[src/rtl/fetch_ctrl_if.sv]
// -----------------------------------------------------------------------------
// fetch_ctrl_if
//   Bundles every non-clock, non-reset signal of the fetch controller: the
//   decode-side controls (stall, branch redirect), the instruction-memory
//   req/ack handshake and the fetch buffer outputs.
//
//   Modports:
//     master - the fetch controller (drives imem_req/imem_addr, pc, fetch
//              buffer, flush, fetch_err; samples stall, branch, ack, rdata)
//     slave  - the surroundings (decode stage + instruction memory)
// -----------------------------------------------------------------------------
interface fetch_ctrl_if #(
    parameter int unsigned ADDR_W = 64
);
    // decode side
    logic              stall;
    logic              br_taken;
    logic [ADDR_W-1:0] br_target;

    // instruction memory
    logic              imem_req;
    logic [ADDR_W-1:0] imem_addr;
    logic              imem_ack;
    logic [31:0]       imem_rdata;

    // fetch stage state
    logic [ADDR_W-1:0] pc;
    logic [31:0]       instr;
    logic [ADDR_W-1:0] instr_addr;
    logic              instr_valid;
    logic              flush;
    logic              fetch_err;

    modport master (
        input  stall, br_taken, br_target, imem_ack, imem_rdata,
        output imem_req, imem_addr, pc, instr, instr_addr, instr_valid,
               flush, fetch_err
    );

    modport slave (
        output stall, br_taken, br_target, imem_ack, imem_rdata,
        input  imem_req, imem_addr, pc, instr, instr_addr, instr_valid,
               flush, fetch_err
    );
endinterface

[src/rtl/fetch_ctrl.sv]
// -----------------------------------------------------------------------------
// fetch_ctrl
//   Instruction-fetch sequencing controller. Owns the PC and a one-entry
//   fetch buffer and talks to a variable-latency instruction memory through a
//   req/ack handshake. Handles decode stalls, branch redirects (with a
//   deferred redirect when a request is still in flight), flush generation
//   and fetch-error detection (misaligned redirect, optional ack timeout).
//
//   Ports:
//     clk    - clock, all state updates on the rising edge
//     reset  - asynchronous active-low reset
//     bus    - fetch_ctrl_if.master: stall, br_taken/br_target,
//              imem_req/imem_addr/imem_ack/imem_rdata, pc, instr,
//              instr_addr, instr_valid, flush, fetch_err
//
//   Parameters:
//     ADDR_W   - PC / memory address width
//     RESET_PC - PC value loaded on reset
//     MAX_WAIT - ack wait limit in cycles (only with FETCH_TIMEOUT_EN)
//
//   Build option:
//     FETCH_TIMEOUT_EN - when defined, an outstanding request that waits
//                        MAX_WAIT cycles without ack raises fetch_err.
// -----------------------------------------------------------------------------
module fetch_ctrl #(
    parameter int unsigned       ADDR_W   = 64,
    parameter logic [ADDR_W-1:0] RESET_PC = '0,
    parameter int unsigned       MAX_WAIT = 15
) (
    input logic          clk,
    input logic          reset,
    fetch_ctrl_if.master bus
);

    typedef enum logic [1:0] {
        BOOT,   // single settling cycle after reset release
        FETCH,  // request outstanding to instruction memory
        HOLD,   // buffer full and decode stalled: no request
        HALT    // fatal fetch error, left only by reset
    } state_e;

    state_e            state_q,       state_d;
    logic [ADDR_W-1:0] pc_q,          pc_d;
    logic [31:0]       instr_q,       instr_d;
    logic [ADDR_W-1:0] instr_addr_q,  instr_addr_d;
    logic              instr_valid_q, instr_valid_d;
    logic              flush_q,       flush_d;
    logic              fetch_err_q,   fetch_err_d;
    logic              redir_pend_q,  redir_pend_d;
    logic [ADDR_W-1:0] redir_tgt_q,   redir_tgt_d;

    logic req;         // request is on the bus this cycle
    logic ack;         // ack qualified by an active request
    logic consume;     // decode takes the buffered instruction this cycle
    logic misaligned;  // redirect target not word aligned
    logic timeout;     // outstanding request waited too long

    assign req        = (state_q == FETCH);
    assign ack        = req & bus.imem_ack;
    assign consume    = instr_valid_q & ~bus.stall;
    assign misaligned = (bus.br_target[1:0] != 2'b00);

`ifdef FETCH_TIMEOUT_EN
    localparam int unsigned WAIT_W = $clog2(MAX_WAIT + 1);

    logic [WAIT_W-1:0] wait_cnt_q, wait_cnt_d;

    // Counts cycles spent waiting on an unacked request; the cycle that would
    // bring it to MAX_WAIT raises the error.
    assign timeout    = req & ~bus.imem_ack & (wait_cnt_q >= WAIT_W'(MAX_WAIT - 1));
    assign wait_cnt_d = (req & ~bus.imem_ack & ~bus.br_taken & ~timeout)
                      ? wait_cnt_q + WAIT_W'(1) : '0;

    always_ff @(posedge clk or negedge reset) begin
        if (!reset) begin
            wait_cnt_q <= '0;
        end else begin
            wait_cnt_q <= wait_cnt_d;
        end
    end
`else
    // Without the timeout the memory may take arbitrarily long.
    logic unused_max_wait;
    assign unused_max_wait = |MAX_WAIT;
    assign timeout         = 1'b0;
`endif

    // -------------------------------------------------------------------------
    // Next-state and datapath decisions
    // -------------------------------------------------------------------------
    always_comb begin
        // NOTE: every variable assigned here gets a default first so no path
        // leaves one unassigned, which would otherwise infer a latch.
        state_d       = state_q;
        pc_d          = pc_q;
        instr_d       = instr_q;
        instr_addr_d  = instr_addr_q;
        instr_valid_d = instr_valid_q;
        flush_d       = 1'b0;
        fetch_err_d   = fetch_err_q;
        redir_pend_d  = redir_pend_q;
        redir_tgt_d   = redir_tgt_q;

        // Decode draining the buffer empties it unless refilled below.
        if (consume) begin
            instr_valid_d = 1'b0;
        end

        if (state_q == HALT) begin
            instr_valid_d = 1'b0;
        end else begin
            flush_d = bus.br_taken;

            if (timeout || (bus.br_taken && misaligned)) begin
                fetch_err_d   = 1'b1;
                instr_valid_d = 1'b0;
                state_d       = HALT;
            end else if (bus.br_taken) begin
                instr_valid_d = 1'b0;
                state_d       = FETCH;
                if (req && !bus.imem_ack) begin
                    // Address must stay stable until the in-flight request is
                    // acked; remember where to go and apply it on that ack.
                    redir_pend_d = 1'b1;
                    redir_tgt_d  = bus.br_target;
                end else begin
                    // Nothing in flight (or its data arrives now and is
                    // dropped): jump straight away.
                    pc_d         = bus.br_target;
                    redir_pend_d = 1'b0;
                end
            end else begin
                unique case (state_q)
                    BOOT: state_d = FETCH;

                    HOLD: begin
                        if (consume) begin
                            state_d = FETCH;
                        end
                    end

                    FETCH: begin
                        if (ack) begin
                            if (redir_pend_q) begin
                                // Returned word belongs to the squashed path.
                                pc_d         = redir_tgt_q;
                                redir_pend_d = 1'b0;
                                if (instr_valid_d) begin
                                    state_d = HOLD;
                                end
                            end else if (instr_valid_d) begin
                                // Buffer still full and decode stalled: the
                                // word is dropped and pc kept, so it is
                                // fetched again once the buffer drains.
                                state_d = HOLD;
                            end else begin
                                instr_d       = bus.imem_rdata;
                                instr_addr_d  = pc_q;
                                instr_valid_d = 1'b1;
                                pc_d          = pc_q + ADDR_W'(4);
                                if (bus.stall) begin
                                    state_d = HOLD;
                                end
                            end
                        end
                    end

                    default: state_d = state_q;
                endcase
            end
        end
    end

    // -------------------------------------------------------------------------
    // State registers
    // -------------------------------------------------------------------------
    always_ff @(posedge clk or negedge reset) begin
        // NOTE: sequential state uses non-blocking assignments so every
        // register samples the pre-edge values regardless of statement order.
        if (!reset) begin
            state_q       <= BOOT;
            pc_q          <= RESET_PC;
            instr_q       <= '0;
            instr_addr_q  <= '0;
            instr_valid_q <= 1'b0;
            flush_q       <= 1'b0;
            fetch_err_q   <= 1'b0;
            redir_pend_q  <= 1'b0;
            redir_tgt_q   <= '0;
        end else begin
            state_q       <= state_d;
            pc_q          <= pc_d;
            instr_q       <= instr_d;
            instr_addr_q  <= instr_addr_d;
            instr_valid_q <= instr_valid_d;
            flush_q       <= flush_d;
            fetch_err_q   <= fetch_err_d;
            redir_pend_q  <= redir_pend_d;
            redir_tgt_q   <= redir_tgt_d;
        end
    end

    // -------------------------------------------------------------------------
    // Outputs
    // -------------------------------------------------------------------------
    assign bus.imem_req    = req;
    assign bus.imem_addr   = pc_q;
    assign bus.pc          = pc_q;
    assign bus.instr       = instr_q;
    assign bus.instr_addr  = instr_addr_q;
    assign bus.instr_valid = instr_valid_q;
    assign bus.flush       = flush_q;
    assign bus.fetch_err   = fetch_err_q;

endmodule

[src/flat_wrapper.sv]
// flat-port wrapper written by rule: the top's interface ports become plain ports
module fetch_ctrl_flat 
#(
    parameter int unsigned       ADDR_W   = 64,
    parameter logic [ADDR_W-1:0] RESET_PC = '0,
    parameter int unsigned       MAX_WAIT = 15
)
  (clk, reset, bus_stall, bus_br_taken, bus_br_target, bus_imem_ack, bus_imem_rdata, bus_imem_req, bus_imem_addr, bus_pc, bus_instr, bus_instr_addr, bus_instr_valid, bus_flush, bus_fetch_err);
  fetch_ctrl_if #(.ADDR_W(ADDR_W)) bus_i ();
  input logic clk;
  input logic reset;
  input wire logic [$bits(bus_i.stall)-1:0] bus_stall;
  input wire logic [$bits(bus_i.br_taken)-1:0] bus_br_taken;
  input wire logic [$bits(bus_i.br_target)-1:0] bus_br_target;
  input wire logic [$bits(bus_i.imem_ack)-1:0] bus_imem_ack;
  input wire logic [$bits(bus_i.imem_rdata)-1:0] bus_imem_rdata;
  output wire logic [$bits(bus_i.imem_req)-1:0] bus_imem_req;
  output wire logic [$bits(bus_i.imem_addr)-1:0] bus_imem_addr;
  output wire logic [$bits(bus_i.pc)-1:0] bus_pc;
  output wire logic [$bits(bus_i.instr)-1:0] bus_instr;
  output wire logic [$bits(bus_i.instr_addr)-1:0] bus_instr_addr;
  output wire logic [$bits(bus_i.instr_valid)-1:0] bus_instr_valid;
  output wire logic [$bits(bus_i.flush)-1:0] bus_flush;
  output wire logic [$bits(bus_i.fetch_err)-1:0] bus_fetch_err;
  assign bus_i.stall = bus_stall;
  assign bus_i.br_taken = bus_br_taken;
  assign bus_i.br_target = bus_br_target;
  assign bus_i.imem_ack = bus_imem_ack;
  assign bus_i.imem_rdata = bus_imem_rdata;
  assign bus_imem_req = bus_i.imem_req;
  assign bus_imem_addr = bus_i.imem_addr;
  assign bus_pc = bus_i.pc;
  assign bus_instr = bus_i.instr;
  assign bus_instr_addr = bus_i.instr_addr;
  assign bus_instr_valid = bus_i.instr_valid;
  assign bus_flush = bus_i.flush;
  assign bus_fetch_err = bus_i.fetch_err;
  fetch_ctrl #(.ADDR_W(ADDR_W), .RESET_PC(RESET_PC), .MAX_WAIT(MAX_WAIT)) u_core (.clk(clk), .reset(reset), .bus(bus_i));
endmodule
[config.mk]
export PLATFORM = sky130hd
export DESIGN_NAME = fetch_ctrl_flat
export DESIGN_NICKNAME = d
export VERILOG_FILES = /design/src/rtl/fetch_ctrl_if.sv /design/src/rtl/fetch_ctrl.sv /design/src/flat_wrapper.sv
export SDC_FILE = /design/constraint.sdc
export NUM_CORES = 1
export LEC_CHECK = 0
export ABC_AREA = 1
export CAP_MARGIN = 40
export CELL_PAD_IN_SITES_DETAIL_PLACEMENT = 0
export CELL_PAD_IN_SITES_GLOBAL_PLACEMENT = 1
export CORE_MARGIN = 2
export CORE_UTILIZATION = 38
export DETAILED_ROUTE_END_ITERATION = 12
export HOLD_SLACK_MARGIN = 0.03
export PLACE_DENSITY = 0.9
export SLEW_MARGIN = 20
export SYNTH_ARGS = -nofsm -noshare
export SYNTH_HDL_FRONTEND = slang
export SYNTH_SLANG_ARGS = --single-unit
[constraint.sdc]
create_clock -name clk -period 3 [get_ports clk]
set_clock_uncertainty 0.15 [all_clocks]
set_input_delay 0.9 -clock clk [delete_from_list [all_inputs] [get_ports clk]]
set_output_delay 0.9 -clock clk [all_outputs]
set_load 0.05 [all_outputs]
==> results.txt, run 1 <==
----------------------------------------------------
[Run status]
  Status ... completed

[Finish]
  Layout Nets ... 1959
  Final cell count without fillers ... 2278
  Diode count ... 0
  Summed area of non-filler cells in the final layout ... 16500 um^2
  Final core area utilization ... 0.524
  Fraction of final layout cells with drive strength greater than 1 ... 0.0784
  Layout fillers ... 3024
  Area growth from synthesis to final layout ... 36.1%

[GRT]
  Global-route wire length before repair ... approximately 65000 um
  Number of antenna violations at the first check in global routing ... 1
  Maximum number of pins on one net before global-route repair ... 91
  All-Layer GR Usage ... 0.251
  Number of global-route vias before repair ... 10964
  Grt peak-use layer ... met2
  Met3 Track Usage GR ... 0.0357
  Met1 Resource Use GR ... 0.362
  Met2 track utilization from global routing ... 0.399
  Global route overflow ... 0

[STA]
  Transition at the pin with the smallest max-transition slack ... 0.621 ns
  Share of the cycle needed by the critical path after routing ... 0.989
  Endpoints failing hold ... 0
  Normalized max-slew margin ... 0.581
  Period minus WS final ... roughly 3.0 ns
  Fmax achieved ... 0.337 GHz
  Final setup violation count ... 0
  Final Max Tran Viols ... 0

[Yosys]
  Number of flip-flops and latches in the synthesized netlist ... 230
  Count of flip-flops with a built-in enable after synthesis ... 0
  Warnings from Yosys ... 0
  Predominant post-synthesis flop cell ... sky130_fd_sc_hd__dfrtp_1
  Post-synthesis sequential area ratio ... 0.474
  Number of distinct library cells after synthesis ... 31
  Share of synthesized flip-flops with an asynchronous set or reset ... 1.00
  Post-synth net total ... 1693
  Number of cells produced by synthesis ... 1591
  Mean post-synth cell area ... 7.64 um^2
  Cell area after synthesis ... 12200 um^2

[Worst setup path]
  Worst-path cell with the longest stage delay ... sky130_fd_sc_hd__clkdlybuf4s50_1
  Arr. time, crit path ... 1.92 ns
  Family of cells with the greatest summed delay on the critical path ... buffers and inverters
  Bufs and invs on worst path ... 1
  Nature of the critical path endpoint ... primary output
  Origin of the critical flop-to-flop path ... u_core.bus.imem_addr[3]$_DFFE_PN0P_
  Sequence of cells on the critical path ... clkdlybuf4s50_1
  Timing startpoint of the critical path ... u_core.bus.imem_addr[34]$_DFFE_PN0P_
  Data required time at the worst endpoint ... 1.95 ns
  Crit Path Class ... flip-flop to primary output
  Delay of the slowest cell on the worst path ... 0.88 ns
  R2R Path End ... u_core.bus.imem_addr[60]$_DFFE_PN0P_
  Nature of the critical path startpoint ... flip-flop
  Slack of the worst reg-to-reg path ... 0.62 ns
  Maximum fanout encountered on the critical timing path ... 6
  Worst R2R Path Depth ... 9

[Pwr]
  Tot Pwr ... 6.79 mW
  Pleak ... 7.97 nW
  Max rail drop VDD ... 379 uV
  Pwr dens ... 410 nW/um^2

[Job]
  MaxCap Viol Count ... 0

[Clocking]
  Number of clock sinks ... 230
  Setup bufs post-CTS ... 0
  Clock-pin transition on the worst setup and hold timing paths ... 0.06 ns
  CTS HTree Levels ... 1
  Clock Latency Late Sink ... 0.53 ns
  Clock Tree Root ... sky130_fd_sc_hd__clkbuf_16
  Hold buffer count at cts ... 0
  Clock buffer count from CTS ... 27
  Deepest clock path buffer count ... 3
  TritonCTS clock tree ... yes

[Routing]
  Total via count after detailed routing ... ~12000
  Number of search-and-repair iterations in the first detailed-routing pass ... 6
  Wire length per cell ... 18.8 um
  First-iteration detailed-routing DRC count ... 1127
  Final Routed Wirelength ... 42800 um
  DRC viols ... 0
  Vias per cell ... 5.09
  ANT nets after route ... 0

[Floorplan]
  Core Rows ... 65
  Vertical extent of the die ... 183 um
  Starting utilization of the core area ... 0.385
  Horizontal die dimension ... 183 um
  Placeable core area ... 31600 um^2
  Full die area ... between 30000 and 40000 um^2
  Number of I/O pins ... 329

[Placement]
  Count of placed standard cells including taps ... 2230
  Number of buffers inserted by port buffering ... 328
  GPL Wtd Cong ... 0.945
  Placed Area ... approximately 16000 um^2
  Hpwl dp ... 32900 um

[Hold path]
  Min-Delay Path Class ... primary input to async pin

----------------------------------------------------
[kinds of logic (layout without fill, tap and decap cells)]
kind of cell	count (synthesis)	in the layout	synth area share
flip-flops	230	230	0.474
XOR/XNOR	6	6	0.00432
multiplexers	34	34	0.0315
AO/OA/AOI/OAI	311	311	0.132
buffers and inverters	303	588	0.118
adder cells (fa/ha/maj)	1	1	0.00103
AND/OR/NAND/NOR	706	706	0.239
[power by group]
group / internal (mW) / switching [mW]
Combinational: 0.161 / 0.199
Sequential: 3.10 / 0.000497
Clock: 2.03 / 1.29
[synthesized netlist by cell type (8+ instances only)]
master,n,area share
sky130_fd_sc_hd__dfrtp_1,230,0.47
sky130_fd_sc_hd__nor2_1,191,0.059
sky130_fd_sc_hd__nand2_1,375,0.12
sky130_fd_sc_hd__a21oi_1,46,0.019
sky130_fd_sc_hd__mux2_2,34,0.032
sky130_fd_sc_hd__nor2_4,8,0.0074
sky130_fd_sc_hd__nor3_1,12,0.0049
sky130_fd_sc_hd__clkbuf_1,30,0.0093
sky130_fd_sc_hd__buf_2,29,0.012
sky130_fd_sc_hd__buf_4,69,0.043
sky130_fd_sc_hd__nand3_1,100,0.041
sky130_fd_sc_hd__o21ai_1,32,0.013
sky130_fd_sc_hd__o21ai_0,217,0.089
sky130_fd_sc_hd__inv_1,166,0.051
[per-stage QoR]
stage	hold WS [ns]	setup TNS, ns	worst slack [ns]
floorplan	0.304	0	0.856
global placement	0.314	0	0.165
detailed placement	0.317	0	0.126
CTS	0.194	0	0.000876
global route	0.202	-0.00617	-0.00462
finish	0.170	0	0.0329
[registers in the layout (all words and copies together) (netlist names)]
register and cells:
u_core.bus.instr 32, u_core.state_q 2, u_core.bus.fetch_err 1, u_core.bus.imem_addr 64, u_core.bus.instr_valid 1, u_core.bus.flush 1, u_core.redir_tgt_q 64, u_core.redir_pend_q 1
u_core.bus.instr_addr 64
[worst max-delay path by stage]
stage / endpoint / slack, ns / cells past startpoint
floorplan: u_core.bus.imem_addr[42]$_DFFE_PN0P_ / 0.86 / 10
global placement: u_core.bus.imem_addr[36]$_DFFE_PN0P_ / 0.16 / 7
detailed placement: u_core.bus.imem_addr[33]$_DFFE_PN0P_ / 0.13 / 11
CTS: bus_pc[14] / 0.0009 / 1
global route: bus_imem_addr[36] / -0.005 / 1
finish: bus_pc[34] / 0.03 / 1
[layout make-up]
type                            instances  area, um^2  share of cell area
Clock inverter                          7         114             0.00688
Tap cell                              402         503              0.0304
Sequential cell                       230        5760               0.348
Clock buffer                           41         778              0.0470
Inverter                              171         642              0.0388
Multi-Input combinational cell       1058        4980               0.301
Timing Repair Buffer                  369        3770               0.228
[routing by layer]
metal	wire length (um)	part of all wire
met2	19300	0.45
met4	1020	0.024
met5	0	0
met3	3150	0.074
met1	19300	0.45
[timing repair]
item | in CTS | in global routing
resized for setup | 28 | 28
cloned | 0 | 0
endpoints found under the setup margin | 30 | 30
[layout by cell type (no fill, tap or decap), types with 2 or more instances in the layout]
cell and n:
sky130_fd_sc_hd__clkbuf_16 27, sky130_fd_sc_hd__nor2_1 191, sky130_fd_sc_hd__o221ai_1 4, sky130_fd_sc_hd__dfrtp_1 230, sky130_fd_sc_hd__clkinv_2 3, sky130_fd_sc_hd__inv_1 166, sky130_fd_sc_hd__a22oi_1 7, sky130_fd_sc_hd__clkdlybuf4s50_1 268
sky130_fd_sc_hd__dlymetal6s2s_1 28, sky130_fd_sc_hd__a21oi_1 46, sky130_fd_sc_hd__nor2_4 9, sky130_fd_sc_hd__nand2_1 375, sky130_fd_sc_hd__o21ai_1 32, sky130_fd_sc_hd__mux2_2 34, sky130_fd_sc_hd__dlygate4sd2_1 28, sky130_fd_sc_hd__nand4_1 6
sky130_fd_sc_hd__bufinv_16 3, sky130_fd_sc_hd__o21ai_0 217, sky130_fd_sc_hd__inv_2 5, sky130_fd_sc_hd__clkbuf_8 5, sky130_fd_sc_hd__buf_12 12, sky130_fd_sc_hd__nor3_1 12, sky130_fd_sc_hd__nand2_2 7, sky130_fd_sc_hd__nor2_2 4
sky130_fd_sc_hd__o21ai_2 2, sky130_fd_sc_hd__nand3_1 100, sky130_fd_sc_hd__clkbuf_1 9, sky130_fd_sc_hd__xor2_1 5, sky130_fd_sc_hd__buf_4 32
No activity file was read; power rests on OpenSTA's default activity.
==> run 2: changes to the inputs <==
--- a/config.mk
+++ b/config.mk
@@ -10,10 +10,11 @@
 export CELL_PAD_IN_SITES_DETAIL_PLACEMENT = 0
 export CELL_PAD_IN_SITES_GLOBAL_PLACEMENT = 1
 export CORE_MARGIN = 2
-export CORE_UTILIZATION = 38
+export CORE_UTILIZATION = 39
+export CTS_BUF_LIST = sky130_fd_sc_hd__clkbuf_2
 export DETAILED_ROUTE_END_ITERATION = 12
 export HOLD_SLACK_MARGIN = 0.03
-export PLACE_DENSITY = 0.9
+export PLACE_DENSITY = 0.92
 export SLEW_MARGIN = 20
 export SYNTH_ARGS = -nofsm -noshare
 export SYNTH_HDL_FRONTEND = slang
==> results.txt, run 2 (synthesized netlist as in run 1, its figures left out) <==
----------------------------------------------------
[Placement]
  GPL Wtd Cong ... 0.911 (-3.6%)
  Hpwl dp ... 32400 um (-1.5%)
  Post-Place Worst Slack ... 0.119 ns (-0.00649 ns)
  Placed Area ... 15600 um^2 (-0.13%)
  Number of buffers inserted by port buffering ... 328 (unchanged)

[Pwr]
  Clock network fraction of design power ... 0.418 (-0.071)
  Pwr dens ... 372 nW/um^2 (-9.3%)
  Max rail drop VDD ... 186 uV (-51%)
  Relative contribution of combinational cells to total power ... 0.059 (+0.006)
  Relative contribution of sequential cells to total power ... 0.523 (+0.065)
  Net Sw Power ... 1.56 mW (+4.7%)
  Pleak ... 8.07 nW (+1.3%)
  Cell-internal power ... 4.37 mW (-17%)
  Sw Share ... 0.263 (+0.0435)

[Job]
  MaxCap Viol Count ... 0 (unchanged)

[Worst setup path]
  Maximum fanout encountered on the critical timing path ... 7 (+1)
  Worst-path cell with the longest stage delay ... sky130_fd_sc_hd__dlygate4sd2_1
  Worst R2R Path Depth ... 9 (unchanged)
  Number of stages on the worst setup path ... 1 (unchanged)
  Nature of the critical path startpoint ... flip-flop
  Delay of the slowest cell on the worst path ... 0.58 ns (-0.30 ns)
  Nature of the critical path endpoint ... primary output
  Data required time at the worst endpoint ... 1.95 ns (about the same)
  Sequence of cells on the critical path ... dlygate4sd2_1
  Family of cells with the greatest summed delay on the critical path ... buffers and inverters
  Crit Path Class ... flip-flop to primary output
  Bufs and invs on worst path ... 1 (unchanged)
  Arr. time, crit path ... 1.88 ns (-0.04 ns)

[STA]
  Period minus WS final ... 2.93 ns (-0.0322 ns)
  Setup repair after global routing missed its margin ... no
  Endpoints failing hold ... 0 (unchanged)
  Fmax achieved ... 0.341 GHz (+1.1%)
  Final setup violation count ... 0 (unchanged)
  Worst setup slack after layout ... 0.0652 ns (+0.0322 ns)
  Normalized max-slew margin ... 0.572 (-0.00968)
  Transition at the pin with the smallest max-transition slack ... 0.636 ns (+0.0144 ns)
  Share of the cycle needed by the critical path after routing ... 0.978 (-0.0107)
  Final Max Tran Viols ... 0 (unchanged)

[Routing]
  Wire length per cell ... 18.4 um (-2.2%)
  Final Routed Wirelength ... 42900 um (+0.31%)
  DRC viols ... 0 (unchanged)
  Vias per cell ... 5.08 (-0.14%)
  Number of search-and-repair iterations in the first detailed-routing pass ... 6 (unchanged)
  Total via count after detailed routing ... 11878 (+2.4%)
  First-iteration detailed-routing DRC count ... 1125 (-0.18%)
  ANT nets after route ... 0 (unchanged)

[GRT]
  Global-route wire length before repair ... 65800 um (+1.4%)
  Global route overflow ... 0 (unchanged)
  Number of global-route vias before repair ... 11357 (+3.6%)
  Maximum number of pins on one net before global-route repair ... 81 (-11%)
  All-Layer GR Usage ... 0.260 (+0.00806)
  Number of antenna violations at the first check in global routing ... 3 (+2)

[Floorplan]
  Placeable core area ... 30700 um^2 (-2.8%)
  Number of I/O pins ... 329 (unchanged)
  Vertical extent of the die ... 181 um (-1.3%)
  Horizontal die dimension ... 181 um (-1.3%)
  Full die area ... 32600 um^2 (-2.5%)
  Starting utilization of the core area ... 0.396 (+0.0111)
  Core Rows ... 64 (-1.5%)

[Clocking]
  Clock Latency Late Sink ... 0.80 ns (+0.27 ns)
  Deepest clock path buffer count ... 3 (unchanged)
  Clock buffer count from CTS ... 67 (+150%)
  Setup bufs post-CTS ... 0 (unchanged)
  Clock-pin transition on the worst setup and hold timing paths ... 0.10 ns (+0.04 ns)
  TritonCTS clock tree ... yes
  CTS HTree Levels ... 3 (+2)
  Number of clock sinks ... 230 (unchanged)
  Clock Tree Root ... sky130_fd_sc_hd__clkbuf_2

[Finish]
  Summed area of non-filler cells in the final layout ... 15900 um^2 (-3.6%)
  Fraction of final layout cells with drive strength greater than 1 ... 0.131 (+0.0522)
  Most common cell after layout, fill and taps aside ... sky130_fd_sc_hd__nand2_1
  Area growth from synthesis to final layout ... 31.2%
  Layout fillers ... 3054 (+0.99%)
  Most frequent cells in the layout ... 375 x sky130_fd_sc_hd__nand2_1, 230 x sky130_fd_sc_hd__dfrtp_1, 217 x sky130_fd_sc_hd__o21ai_0
  Layout Nets ... 1996 (+1.9%)

[Hold path]
  Hold Path Cell Cnt ... 2
  Min-Delay Path Class ... flip-flop to flip-flop

[Run status]
  Status ... completed

----------------------------------------------------
## run 2: changes by cell type in the layout (fill, tap and decap cells not counted), sizes merged, moves of 6 or more
cell	before	now
clkdlybuf4s50	268	99
dlygate4sd2	28	167
clkbuf	41	120
clkdlybuf4s15	0	37
dlymetal6s2s	28	0
clkinv	4	12
buf	45	39
## run 2: area by class of cell
class	instances	area, um^2	share of cell area
Multi-Input combinational cell	1058	4980	0.312
Antenna cell	3	7.51	0.000471
Clock buffer	97	485	0.0304
Clock inverter	16	141	0.00887
Inverter	171	642	0.0403
Tap cell	396	495	0.0311
Sequential cell	230	5760	0.361
Timing Repair Buffer	366	3440	0.216
## run 2: worst paths after layout
path	startpoint	to	slack, ns
hold reg to reg	u_core.bus.instr_addr[8]$_DFFE_PN0P_	u_core.bus.instr_addr[8]$_DFFE_PN0P_	0.33
min in group asynchronous	reset	u_core.redir_tgt_q[8]$_DFFE_PN0P_	0.50
hold / removal	u_core.bus.instr_addr[8]$_DFFE_PN0P_	u_core.bus.instr_addr[8]$_DFFE_PN0P_	0.33
setup reg to reg	u_core.bus.imem_addr[3]$_DFFE_PN0P_	u_core.bus.imem_addr[60]$_DFFE_PN0P_	0.61
setup / recovery	u_core.bus.imem_addr[35]$_DFFE_PN0P_	bus_pc[35]	0.07
max in group asynchronous	reset	u_core.bus.imem_addr[41]$_DFFE_PN0P_	1.45
## run 2: tightest hold or removal path: stages (launching register included)
cell and delay, ns:
sky130_fd_sc_hd__dfrtp_1 0.35, sky130_fd_sc_hd__nand2_1 0.05, sky130_fd_sc_hd__o21ai_0 0.06
## run 2: through the flow
stage / utilization / TNS (ns) / std cells / power [mW] / hold WS, ns
global placement: 0.508 / 0 / 2220 / 3.51 / 0.315
floorplan: - / 0 / 1591 / 3.24 / 0.304
CTS: 0.522 / -0.000337 / 2334 / 5.99 / 0.337
detailed placement: 0.508 / 0 / 2220 / 3.51 / 0.323
global route: 0.520 / 0 / 2337 / 6.18 / 0.352
finish: 0.520 / 0 / 2337 / 5.93 / 0.334
## run 2: timing repair
action,in CTS,in global routing
hold endpoints to repair,60,0
setup endpoints to repair,227,35
resized for setup,288,47
hold buffers,1,0
## run 2: power groups by stage
| stage | logic (mW) | registers [mW] | clock network (mW) |
|---|---|---|---|
| after floorplan | 0.0801 | 3.16 | 0 |
| after global placement | 0.350 | 3.16 | 0 |
| after detailed placement | 0.352 | 3.16 | 0 |
| after CTS | 0.354 | 3.10 | 2.54 |
| after global routing | 0.386 | 3.10 | 2.69 |
| final | 0.352 | 3.10 | 2.48 |
## run 2: metal layers
layer	global-route usage	wire [um]	part of all wire
met3	0.0663	3830	0.089
met1	0.361	18900	0.44
met5	0	0	0
met2	0.395	19100	0.44
met4	0.0890	1090	0.025
==> run 3: changes to the inputs <==
--- a/config.mk
+++ b/config.mk
@@ -5,16 +5,15 @@
 export SDC_FILE = /design/constraint.sdc
 export NUM_CORES = 1
 export LEC_CHECK = 0
-export ABC_AREA = 1
 export CAP_MARGIN = 40
 export CELL_PAD_IN_SITES_DETAIL_PLACEMENT = 0
 export CELL_PAD_IN_SITES_GLOBAL_PLACEMENT = 1
 export CORE_MARGIN = 2
-export CORE_UTILIZATION = 39
+export CORE_UTILIZATION = 41
 export CTS_BUF_LIST = sky130_fd_sc_hd__clkbuf_2
 export DETAILED_ROUTE_END_ITERATION = 12
 export HOLD_SLACK_MARGIN = 0.03
-export PLACE_DENSITY = 0.92
+export PLACE_DENSITY = 0.91
 export SLEW_MARGIN = 20
 export SYNTH_ARGS = -nofsm -noshare
 export SYNTH_HDL_FRONTEND = slang
==> results.txt, run 3 <==
----------------------------------------------------
[Yosys]
  Mean post-synth cell area ... 10.6 um^2 (+39%)
  Predominant post-synthesis flop cell ... sky130_fd_sc_hd__dfrtp_1
  Most common cell in the synthesized netlist ... sky130_fd_sc_hd__dfrtp_1
  Number of flip-flops and latches in the synthesized netlist ... 230 (unchanged)
  Synth area leaders ... sky130_fd_sc_hd__dfrtp_1 49%, sky130_fd_sc_hd__mux2_2 14%, sky130_fd_sc_hd__buf_4 4.2%
  Share of synthesized flip-flops with an asynchronous set or reset ... 1.00 (unchanged)
  Number of distinct library cells after synthesis ... 61 (+97%)
  Commonest cells post-synth ... 230 x sky130_fd_sc_hd__dfrtp_1, 146 x sky130_fd_sc_hd__mux2_2, 83 x sky130_fd_sc_hd__o21ai_0, 68 x sky130_fd_sc_hd__nand2_1
  Number of cells produced by synthesis ... 1096 (-31%)
  Post-synthesis sequential area ratio ... 0.494 (+0.0205)
  Synth area leader ... sky130_fd_sc_hd__dfrtp_1
  Warnings from Yosys ... 0 (unchanged)
  Post-synth net total ... 1198 (-29%)
  Area fraction of the dominant cell type after synthesis ... 0.494 (+0.0205)
  Cell area after synthesis ... 11600 um^2 (-4.1%)
  Count of flip-flops with a built-in enable after synthesis ... 0 (unchanged)

[Floorplan]
  Core Rows ... 61 (-4.7%)
  Starting utilization of the core area ... 0.418 (+0.0219)
  Horizontal die dimension ... 173 um (-4.4%)
  Full die area ... 29800 um^2 (-8.6%)
  Placeable core area ... 27900 um^2 (-9.2%)
  Vertical extent of the die ... 173 um (-4.4%)
  Number of I/O pins ... 329 (unchanged)

[Worst setup path]
  Arr. time, crit path ... 1.87 ns (about the same)
  Sequence of cells on the critical path ... dlygate4sd2_1
  Delay of the slowest cell on the worst path ... 0.57 ns (about the same)
  Nature of the critical path startpoint ... flip-flop
  Crit Path Class ... flip-flop to primary output
  Worst R2R Path Depth ... 6 (-3)
  Origin of the critical flop-to-flop path ... u_core.bus.imem_addr[42]$_DFFE_PN0P_
  Maximum fanout encountered on the critical timing path ... 4 (-3)
  Data required time at the worst endpoint ... 1.95 ns (about the same)
  R2R Path End ... u_core.bus.imem_addr[58]$_DFFE_PN0P_
  Nature of the critical path endpoint ... primary output
  Worst-path cell with the longest stage delay ... sky130_fd_sc_hd__dlygate4sd2_1
  Bufs and invs on worst path ... 1 (unchanged)
  Family of cells with the greatest summed delay on the critical path ... buffers and inverters
  Slack of the worst reg-to-reg path ... 0.28 ns (-0.33 ns)

[STA]
  Endpoints failing hold ... 0 (unchanged)
  Transition at the pin with the smallest max-transition slack ... 0.681 ns (+0.0459 ns)
  Fmax achieved ... 0.342 GHz (+0.48%)
  Period minus WS final ... 2.92 ns (-0.0140 ns)
  Final Max Tran Viols ... 0 (unchanged)
  Normalized max-slew margin ... 0.548 (-0.0243)
  Sum of negative setup slack ... 0 ns (unchanged)
  Share of the cycle needed by the critical path after routing ... 0.974 (-0.00468)
  Worst slack on hold paths ... 0.279 ns (-0.0543 ns)
  Setup repair after global routing missed its margin ... no
  Final setup violation count ... 0 (unchanged)

[Routing]
  DRC viols ... 0 (unchanged)
  Wire length per cell ... 19.6 um (+6.9%)
  Vias per cell ... 5.64 (+11%)
  ANT nets after route ... 0 (unchanged)
  Number of search-and-repair iterations in the first detailed-routing pass ... 6 (unchanged)
  Final Routed Wirelength ... 36600 um (-15%)
  First-iteration detailed-routing DRC count ... 806 (-28%)
  Total via count after detailed routing ... 10510 (-12%)

[Pwr]
  Max rail drop VDD ... 298 uV (+60%)
  Pleak ... 7.70 nW (-4.7%)
  Pwr dens ... 488 nW/um^2 (+31%)

[Hold path]
  Hold_sp ... bus_br_taken
  Endpoint with the worst hold slack ... u_core.state_q[1]$_DFFE_PN0P_
  Min-Delay Path Class ... primary input to flip-flop
  Hold Path Cell Cnt ... 2 (unchanged)

[Finish]
  Most frequent cells in the layout ... 223 x sky130_fd_sc_hd__dfrtp_1, 146 x sky130_fd_sc_hd__mux2_2, 132 x sky130_fd_sc_hd__dlygate4sd2_1
  Layout fillers ... 2484 (-19%)
  Layout Nets ... 1537 (-23%)
  Area growth from synthesis to final layout ... 36.7%
  Fraction of final layout cells with drive strength greater than 1 ... 0.302 (+0.171)
  Most common cell after layout, fill and taps aside ... sky130_fd_sc_hd__dfrtp_1

[GRT]
  All-Layer GR Usage ... 0.240 (-0.0193)
  Maximum number of pins on one net before global-route repair ... 77 (-4.9%)
  Global route overflow ... 0 (unchanged)
  Number of antenna violations at the first check in global routing ... 8 (+5)
  Number of global-route vias before repair ... 10626 (-6.4%)
  Global-route wire length before repair ... 57800 um (-12%)

[Clocking]
  Clock buffer count from CTS ... 61 (-9.0%)
  Clock Tree Root ... sky130_fd_sc_hd__clkbuf_2
  Number of clock sinks ... 230 (unchanged)
  Clock-pin transition on the worst setup and hold timing paths ... 0.11 ns (about the same)
  CTS HTree Levels ... 2 (-1)
  Clock Latency Late Sink ... 0.86 ns (+0.06 ns)
  Deepest clock path buffer count ... 3 (unchanged)
  TritonCTS clock tree ... yes

[Placement]
  Hpwl dp ... 26400 um (-18%)
  GPL Wtd Cong ... 0.899 (-1.4%)
  Number of buffers inserted by port buffering ... 328 (unchanged)

[Job]
  MaxCap Viol Count ... 0 (unchanged)

[Run status]
  Status ... completed

----------------------------------------------------
[run 3: changes by cell type in the layout (fill, tap and decap cells not counted), sizes merged, moves of 76 or more]
cell | before | now
nand3 | 101 | 25
inv | 172 | 18
mux2 | 34 | 146
o21ai | 251 | 83
nand2 | 382 | 68
nor2 | 204 | 52
[run 3: routing by layer]
layer	track usage	wire (um)
met1	0.307	14800
met2	0.401	17600
met3	0.0526	3000
met4	0.0894	1080
met5	0	37
[run 3: timing repair]
action | CTS | global route
resized for setup | 398 | 21
hold buffers | 1 | 0
buffers inserted | 0 | 0
gates cloned | 0 | 0
setup endpoints to repair | 227 | 26
endpoints found under the hold margin | 43 | 0
[run 3: worst max-delay path by stage]
stage / startpoint / endpoint / slack, ns / cells past startpoint
2_1_floorplan: u_core.bus.imem_addr[14]$_DFFE_PN0P_ / u_core.bus.imem_addr[50]$_DFFE_PN0P_ / 0.05 / 8
3_3_place_gp: bus_br_target[1] / u_core.bus.imem_addr[37]$_DFFE_PN0P_ / -0.04 / 7
3_5_place_dp: bus_br_target[1] / u_core.bus.imem_addr[28]$_DFFE_PN0P_ / -0.05 / 9
4_1_cts: u_core.bus.imem_addr[53]$_DFFE_PN0P_ / bus_imem_addr[53] / -0.0007 / 1
5_1_grt: u_core.bus.instr_addr[17]$_DFFE_PN0P_ / bus_instr_addr[17] / 0.001 / 1
6_report: u_core.bus.imem_addr[34]$_DFFE_PN0P_ / bus_imem_addr[34] / 0.08 / 1
[run 3: area by class of cell]
cell class / instances / area, um^2 / share of cell area
repair buffers: 418 / 4000 / 0.251
multi-input cells: 706 / 5060 / 0.318
clock buffers: 83 / 415 / 0.0261
diodes: 5 / 12.5 / 0.000786
flip-flops and latches: 230 / 5760 / 0.362
clock inverters: 27 / 133 / 0.00833
inverters: 18 / 67.6 / 0.00424
well taps: 378 / 473 / 0.0297
[run 3: kinds of logic after synthesis]
group / count (synthesis) / share of synthesized area
buf+inv: 160 / 0.0737
simple gates: 294 / 0.134
flops: 230 / 0.494
fa+ha+maj: 1 / 0.00107
mux: 155 / 0.149
compound gates: 256 / 0.148
[run 3: power breakdown]
group	internal, mW	switching [mW]
Combinational	0.689	1.47
Clock	0.844	1.31
Sequential	3.25	0.209
Total	4.78	2.99
[run 3: per-stage QoR]
step,total power [mW],setup WS [ns],instances,util,instance area [um^2]
6_report,7.77,0.0792,1865,0.572,15900
5_1_grt,8.18,0.00106,1864,0.571,15900
4_1_cts,7.86,-0.000679,1860,0.572,15900
3_5_place_dp,5.77,-0.0528,1749,0.555,15500
3_3_place_gp,5.75,-0.0400,1749,0.555,15500
2_1_floorplan,4.92,0.0527,1096,-,11600
